## src/rtl/vmac_pkg.sv

```systemverilog
// Shared types and helpers for the vector MAC engine.
package vmac_pkg;

  typedef enum logic [1:0] {
    IDLE  = 2'd0,
    ACCUM = 2'd1,
    DONE  = 2'd2
  } vmac_state_t;

  // Widest accumulator the scaling helper has to handle.
  localparam int SCALE_WIDTH = 64;

  // Accumulator width that can never overflow for a k-deep dot product.
  function automatic int acc_width(input int fw, input int ww, input int k);
    return fw + ww + $clog2(k);
  endfunction

  // Right-shift an accumulator, then saturate or wrap it to ow bits.
  function automatic logic [SCALE_WIDTH-1:0] scale_sat(
    input logic [SCALE_WIDTH-1:0] acc,
    input logic [7:0]             shift,
    input logic                   sat_en,
    input int                     ow
  );
    logic [SCALE_WIDTH-1:0] shifted;
    logic [SCALE_WIDTH-1:0] max_val;
    shifted = acc >> shift;
    max_val = (64'd1 << ow) - 64'd1;
    if (sat_en && (shifted > max_val)) begin
      return max_val;
    end else begin
      return shifted & max_val;
    end
  endfunction

endpackage

```

## src/rtl/vmac_lane.sv

```systemverilog
// One result row: WEIGHT_COLS multipliers and accumulators fed by a single
// feature scalar. result_next is the scaled value of the accumulators as
// they will be after this cycle, so the top can capture it on the last beat.
module vmac_lane
  import vmac_pkg::*;
#(
  parameter int FEATURE_WIDTH = 8,
  parameter int WEIGHT_WIDTH  = 5,
  parameter int WEIGHT_COLS   = 3,
  parameter int ACC_WIDTH     = 20,
  parameter int SHIFT_WIDTH   = 5
) (
  input  logic                                        clk,
  input  logic                                        rst_n,
  input  logic                                        clear,
  input  logic                                        enable,
  input  logic [FEATURE_WIDTH-1:0]                    feature,
  input  logic [WEIGHT_COLS-1:0][WEIGHT_WIDTH-1:0]    weight_row,
  input  logic [SHIFT_WIDTH-1:0]                      shift,
  input  logic                                        sat_en,
  output logic [WEIGHT_COLS-1:0][FEATURE_WIDTH-1:0]   result_next
);

  localparam int PROD_WIDTH = FEATURE_WIDTH + WEIGHT_WIDTH;

  logic [ACC_WIDTH-1:0]  acc_q  [WEIGHT_COLS];
  logic [ACC_WIDTH-1:0]  acc_d  [WEIGHT_COLS];
  logic [PROD_WIDTH-1:0] prod_s [WEIGHT_COLS];

  // Next accumulator value: clear on start, add the product on a beat, else hold.
  always_comb begin
    for (int c = 0; c < WEIGHT_COLS; c++) begin
      prod_s[c] = PROD_WIDTH'(feature) * PROD_WIDTH'(weight_row[c]);
      if (clear) begin
        acc_d[c] = '0;
      end else if (enable) begin
        acc_d[c] = acc_q[c] + ACC_WIDTH'(prod_s[c]);
      end else begin
        acc_d[c] = acc_q[c];
      end
    end
  end

  // Scaled view of the next accumulator values.
  always_comb begin
    for (int c = 0; c < WEIGHT_COLS; c++) begin
      result_next[c] = FEATURE_WIDTH'(scale_sat(SCALE_WIDTH'(acc_d[c]), 8'(shift),
                                                sat_en, FEATURE_WIDTH));
    end
  end

  // Accumulator registers; reset discards any partial sums.
  always_ff @(posedge clk or negedge rst_n) begin
    if (!rst_n) begin
      for (int c = 0; c < WEIGHT_COLS; c++) begin
        acc_q[c] <= '0;
      end
    end else begin
      for (int c = 0; c < WEIGHT_COLS; c++) begin
        acc_q[c] <= acc_d[c];
      end
    end
  end

endmodule

```

## src/rtl/vector_mac_engine.sv

```systemverilog
// Sequential matrix product R = F x W, one inner-dimension step per beat.
// Owns the control FSM, beat counter, sampled mode and both handshakes;
// the per-row arithmetic lives in vmac_lane.
module vector_mac_engine
  import vmac_pkg::*;
#(
  parameter int WEIGHT_WIDTH  = 5,
  parameter int FEATURE_WIDTH = 8,
  parameter int FEATURE_ROWS  = 6,
  parameter int FEATURE_COLS  = 96,
  parameter int WEIGHT_ROWS   = 96,
  parameter int WEIGHT_COLS   = 3,
  localparam int ACC_WIDTH    = acc_width(FEATURE_WIDTH, WEIGHT_WIDTH, FEATURE_COLS),
  localparam int SHIFT_WIDTH  = $clog2(ACC_WIDTH)
) (
  input  logic                     clk,
  input  logic                     rst_n,
  input  logic                     start,
  input  logic [SHIFT_WIDTH-1:0]   out_shift,
  input  logic                     sat_en,
  input  logic                     in_valid,
  output logic                     in_ready,
  input  logic [FEATURE_WIDTH-1:0] feature_col [0:FEATURE_ROWS-1],
  input  logic [WEIGHT_WIDTH-1:0]  weight_row  [0:WEIGHT_COLS-1],
  output logic                     busy,
  output logic                     out_valid,
  input  logic                     out_ready,
  output logic [FEATURE_WIDTH-1:0] result [0:FEATURE_ROWS-1][0:WEIGHT_COLS-1]
);

  // Inner dimension; FEATURE_COLS and WEIGHT_ROWS are required to match.
  localparam int K_DIM     = (FEATURE_COLS < WEIGHT_ROWS) ? FEATURE_COLS : WEIGHT_ROWS;
  localparam int CNT_WIDTH = (K_DIM > 1) ? $clog2(K_DIM) : 1;
  localparam logic [CNT_WIDTH-1:0] LAST_BEAT = CNT_WIDTH'(K_DIM - 1);

  vmac_state_t state_q, state_d;

  logic [CNT_WIDTH-1:0]   beat_cnt_q, beat_cnt_d;
  logic [SHIFT_WIDTH-1:0] shift_q, shift_d;
  logic                   sat_q, sat_d;

  logic [WEIGHT_COLS-1:0][FEATURE_WIDTH-1:0] result_q      [FEATURE_ROWS];
  logic [WEIGHT_COLS-1:0][FEATURE_WIDTH-1:0] result_d      [FEATURE_ROWS];
  logic [WEIGHT_COLS-1:0][FEATURE_WIDTH-1:0] lane_result_s [FEATURE_ROWS];
  logic [WEIGHT_COLS-1:0][WEIGHT_WIDTH-1:0]  weight_packed_s;

  logic in_ready_s, busy_s, out_valid_s;
  logic start_s, beat_s, last_beat_s;

  // Handshake qualifiers: start only counts in IDLE, a beat only on in_valid & in_ready.
  always_comb begin
    start_s     = (state_q == IDLE) && start;
    beat_s      = in_ready_s && in_valid;
    last_beat_s = beat_s && (beat_cnt_q == LAST_BEAT);
  end

  // FSM state register.
  always_ff @(posedge clk or negedge rst_n) begin
    if (!rst_n) begin
      state_q <= IDLE;
    end else begin
      state_q <= state_d;
    end
  end

  // FSM next-state logic.
  always_comb begin
    state_d = state_q;
    case (state_q)
      IDLE: begin
        if (start) state_d = ACCUM;
        else       state_d = IDLE;
      end
      ACCUM: begin
        if (last_beat_s) state_d = DONE;
        else             state_d = ACCUM;
      end
      DONE: begin
        if (out_ready) state_d = IDLE;
        else           state_d = DONE;
      end
      default: state_d = IDLE;
    endcase
  end

  // FSM output decode; depends on the state register only.
  always_comb begin
    in_ready_s  = 1'b0;
    busy_s      = 1'b0;
    out_valid_s = 1'b0;
    case (state_q)
      IDLE: begin
        busy_s = 1'b0;
      end
      ACCUM: begin
        in_ready_s = 1'b1;
        busy_s     = 1'b1;
      end
      DONE: begin
        out_valid_s = 1'b1;
        busy_s      = 1'b1;
      end
      default: begin
        busy_s = 1'b0;
      end
    endcase
  end

  // Beat counter and mode sampling: reload on start, count on each beat.
  always_comb begin
    beat_cnt_d = beat_cnt_q;
    shift_d    = shift_q;
    sat_d      = sat_q;
    if (start_s) begin
      beat_cnt_d = '0;
      shift_d    = out_shift;
      sat_d      = sat_en;
    end else if (beat_s) begin
      beat_cnt_d = beat_cnt_q + CNT_WIDTH'(1);
    end else begin
      beat_cnt_d = beat_cnt_q;
    end
  end

  // Capture the scaled result on the same edge that takes the last beat.
  always_comb begin
    for (int r = 0; r < FEATURE_ROWS; r++) begin
      if (last_beat_s) begin
        result_d[r] = lane_result_s[r];
      end else begin
        result_d[r] = result_q[r];
      end
    end
  end

  // Datapath control registers.
  always_ff @(posedge clk or negedge rst_n) begin
    if (!rst_n) begin
      beat_cnt_q <= '0;
      shift_q    <= '0;
      sat_q      <= 1'b0;
      for (int r = 0; r < FEATURE_ROWS; r++) begin
        result_q[r] <= '0;
      end
    end else begin
      beat_cnt_q <= beat_cnt_d;
      shift_q    <= shift_d;
      sat_q      <= sat_d;
      for (int r = 0; r < FEATURE_ROWS; r++) begin
        result_q[r] <= result_d[r];
      end
    end
  end

  // Repack the weight row so every lane sees it as one vector.
  always_comb begin
    for (int c = 0; c < WEIGHT_COLS; c++) begin
      weight_packed_s[c] = weight_row[c];
    end
  end

  for (genvar r = 0; r < FEATURE_ROWS; r++) begin : g_lane
    vmac_lane #(
      .FEATURE_WIDTH (FEATURE_WIDTH),
      .WEIGHT_WIDTH  (WEIGHT_WIDTH),
      .WEIGHT_COLS   (WEIGHT_COLS),
      .ACC_WIDTH     (ACC_WIDTH),
      .SHIFT_WIDTH   (SHIFT_WIDTH)
    ) u_lane (
      .clk         (clk),
      .rst_n       (rst_n),
      .clear       (start_s),
      .enable      (beat_s),
      .feature     (feature_col[r]),
      .weight_row  (weight_packed_s),
      .shift       (shift_q),
      .sat_en      (sat_q),
      .result_next (lane_result_s[r])
    );
  end

  // Drive the output ports from registered state.
  always_comb begin
    in_ready  = in_ready_s;
    busy      = busy_s;
    out_valid = out_valid_s;
    for (int r = 0; r < FEATURE_ROWS; r++) begin
      for (int c = 0; c < WEIGHT_COLS; c++) begin
        result[r][c] = result_q[r][c];
      end
    end
  end

endmodule
```

## config.mk

```make
export PLATFORM = sky130hd
export DESIGN_NAME = vector_mac_engine
export DESIGN_NICKNAME = d
export VERILOG_FILES = /design/src/rtl/vmac_pkg.sv /design/src/rtl/vmac_lane.sv /design/src/rtl/vector_mac_engine.sv
export SDC_FILE = /design/constraint.sdc
export NUM_CORES = 2
export LEC_CHECK = 0
export CORE_UTILIZATION = 30
export DETAILED_ROUTE_END_ITERATION = 7
export PLACE_DENSITY = 0.56
export SKIP_CTS_REPAIR_TIMING = 1
export SLEW_MARGIN = 20
export SYNTH_ARGS = -nofsm -noshare
export SYNTH_HDL_FRONTEND = slang
export SYNTH_SLANG_ARGS = --single-unit
```

## constraint.sdc

```tcl
create_clock -name clk -period 6.3 [get_ports clk]
set_input_delay 1.26 -clock clk [delete_from_list [all_inputs] [get_ports clk]]
set_output_delay 1.26 -clock clk [all_outputs]
set_load 0.02 [all_outputs]
```

==> summary.md <==
| Metric | Value |
|---|---|
| CP delay by family, top | `compound AO/OA/AOI/OAI gates` |
| Effective utilization at floorplan | `30.2%` |
| Leak Pwr | `0.0457 uW` |
| CTS tree | `built` |
| Crit path DAT | `6.95 ns` |
| Layout cells sized above 1 | `28.0%` |
| Synth Area in Compound Gates | `23.0%` |
| Htree depth | `3` |
| Final core occ | `41.6%` |
| CP required | `6.98 ns` |
| IO buf count | `220` |
| Total of max-cap violations | `0` |
| Largest family of logic cells by synthesized area | `compound AO/OA/AOI/OAI gates` |
| Clk slew on worst S/H paths | `0.06 ns` |
| Dpl hpwl | `298000 um` |
| Wire length per cell | `28.9 um` |
| Initial antenna violation count | `37` |
| FF/Latch Area | `13000 um2` |
| RD Place Congestion | `1.04` |
| # setup viols final | `0` |
| Mapped Nets | `9811` |
| Slew Limit Fails | `0` |
| First DRT Iteration DRCs | `9495` |
| Vias in the first global route | `76564` |
| Clock skew | `0.0402 ns` |
| CP max stage cell | `fa_1` |
| Crit Path Class | `input port to flip-flop` |
| Register area share after synthesis | `18.3%` |
| Top FF cell, synth | `dfrtp_1` |
| Crit start category | `input port` |
| Post-synth EDFFs | `0` |
| # DRC | `0` |
| Antenna-violating nets left | `0` |
| Area of the multi-input gates | `55500 um2` |
| Synth Area per Inst | `8.06 um2` |
| R2r startpoint | `g_lane[4].u_lane.acc_q[26]` |
| Min Clock Period, post-route | `6.27 ns` |
| CTS Buf Count | `76` |
| Routed vias | `79598` |
| Status | `finished, final reports clean` |
| Post-synthesis simple-gate area fraction | `19.4%` |
| Die W | `488 um` |
| Adder-cell share of the synthesized area | `22.1%` |
| Synth cell types | `110` |
| Mux contribution to synthesized area | `5.95%` |
| Rel. slew slack | `6.21%` |
| Cell type with the largest total area after synthesis | `dfrtp_1` |
| Worst-margin pin slew | `1.40 ns` |
| Synth top area share | `18.3%` |
| Number of fill cells | `23862` |
| Clk buf depth | `3` |
| Largest net degree at the start of global routing | `136` |
| Worst-Skew Late Latency | `0.78 ns` |
| PD cells | `648 nW/um2` |
| Number of synthesized register bits | `519` |
| I/O pin count | `221` |
| Synth Cell Area | `70900 um2` |
| Die H | `488 um` |
| Area of the core | `235000 um2` |
| Cell with the most instances after synthesis | `inv_1` |
| Cell Rows | `178` |
| FF-to-FF path depth | `20` |
| Die area | `238000 um2` |
| Critical path's largest stage delay | `0.55 ns` |
| RSZ-0062 raised after global routing | `yes` |
| Critical Path Stages | `25` |
| Fin crit share | `99.5%` |
| Post-synth ARST share | `100%` |
| First-pass GRT wire length | `552000 um` |
| VDD IR max | `0.000299 V` |
| Final hold violation count | `0` |
| Crit path from | `weight_row[6]` |
| Synth top area cells | `dfrtp_1, fa_1, ha_1` |
| Clock root cell | `clkbuf_16` |
| Nets | `11530` |
| Via density per instance | `5.79` |
| Overall Global Routing Usage | `31.9%` |
| Total gr overflow | `0` |
| Worst Hold Class | `input port to async pin` |
| Cells after synthesis | `8796` |
| Post-Synth XOR/XNOR Area | `2.75%` |
| Total Wirelength | `397000 um` |
| Fmax | `0.159 GHz` |
| CP Capture Type | `flip-flop` |
| Clock net sink count | `519` |
| Router iterations before antenna repair | `8` |
| Synth cell count leaders | `inv_1, nand2_1, nor2_1, a21oi_1, and2_1` |
| Hold WS | `0.496 ns` |
| Syn. warnings | `0` |
| Buffers and inverters on the worst path | `9` |
| Area delta synth->final | `38.1%` |
| Max Fanout on Critical Path | `6` |
[layout make-up]
type	instances	area share [%]
clock buffers	96	2.14
repair buffers	2248	19.6
flip-flops and latches	519	13.3
multi-input cells	6706	56.6
clock inverters	42	0.524
inverters	964	3.71
diodes	11	0.0281
well taps	3150	4.03
[registers in the layout, indices dropped and copies added, names as in the netlist]
register and cells:
sat_q 1, beat_cnt_q 7, shift_q 5, state_q 2, g_lane.u_lane.acc_q 360, result 144
[stage by stage]
step                setup TNS [ns]  setup WS, ns  area (um2)  total power (uW)  std cells
floorplan                   -0.259        -0.101       71800             29400       8796
global placement           -144.06         -1.22       90800             52800      13477
detailed placement         -144.49         -1.24       90800             53200      13477
CTS                         -35.09        -0.493       93400             58300      13615
global route                 -1.73       -0.0845       97900             66900      13725
finish                           0        0.0294       97900             63400      13736
[per-layer routing]
| metal | GRT usage (%) | up-vias | routed length, um |
|---|---|---|---|
| met3 | 9.11 | 776 | 46800 |
| li1 | - | 34281 | - |
| met1 | 45.4 | 40096 | 172000 |
| met4 | 12.0 | 14 | 18400 |
| met5 | 0 | - | 91 |
| met2 | 44.8 | 4431 | 160000 |
[power by group]
part	switching [uW]	internal [uW]
sequential	891	4270
combinational	30200	23300
clock	2120	2640
total	33200	30200
[layout by cell type (no fill, tap or decap), types with 165 or more instances in the layout]
cell type,Yosys,final
buf_4,1,1858
inv_1,961,936
nand2_1,938,912
nor2_1,668,637
a21oi_1,580,528
dfrtp_1,519,514
fa_1,522,509
and2_1,539,500
ha_1,419,359
o21ai_0,338,284
mux2i_1,211,197
clkdlybuf4s50_1,0,165
[worst paths after layout]
path                                         endpoint  slack [ns]
hold / removal             g_lane[1].u_lane.acc_q[45]        0.50
setup / recovery                           result[13]        0.03
max in group asynchronous  g_lane[3].u_lane.acc_q[46]        4.21
min in group clk                           result[29]        0.52
setup reg to reg                           result[35]        0.63
hold reg to reg                            result[29]        0.52
[cell families (layout without fill, tap and decap cells)]
| group | Yosys count | count (layout) |
|---|---|---|
| AND/OR/NAND/NOR | 2860 | 2860 |
| AO/OA/AOI/OAI | 2351 | 2351 |
| buffers and inverters | 1571 | 3350 |
| adder cells (fa/ha/maj) | 941 | 941 |
| flip-flops | 519 | 519 |
| multiplexers | 334 | 334 |
| XOR/XNOR | 220 | 220 |
| other | 0 | 11 |
Note: power is estimated with default switching activity, not from simulation.
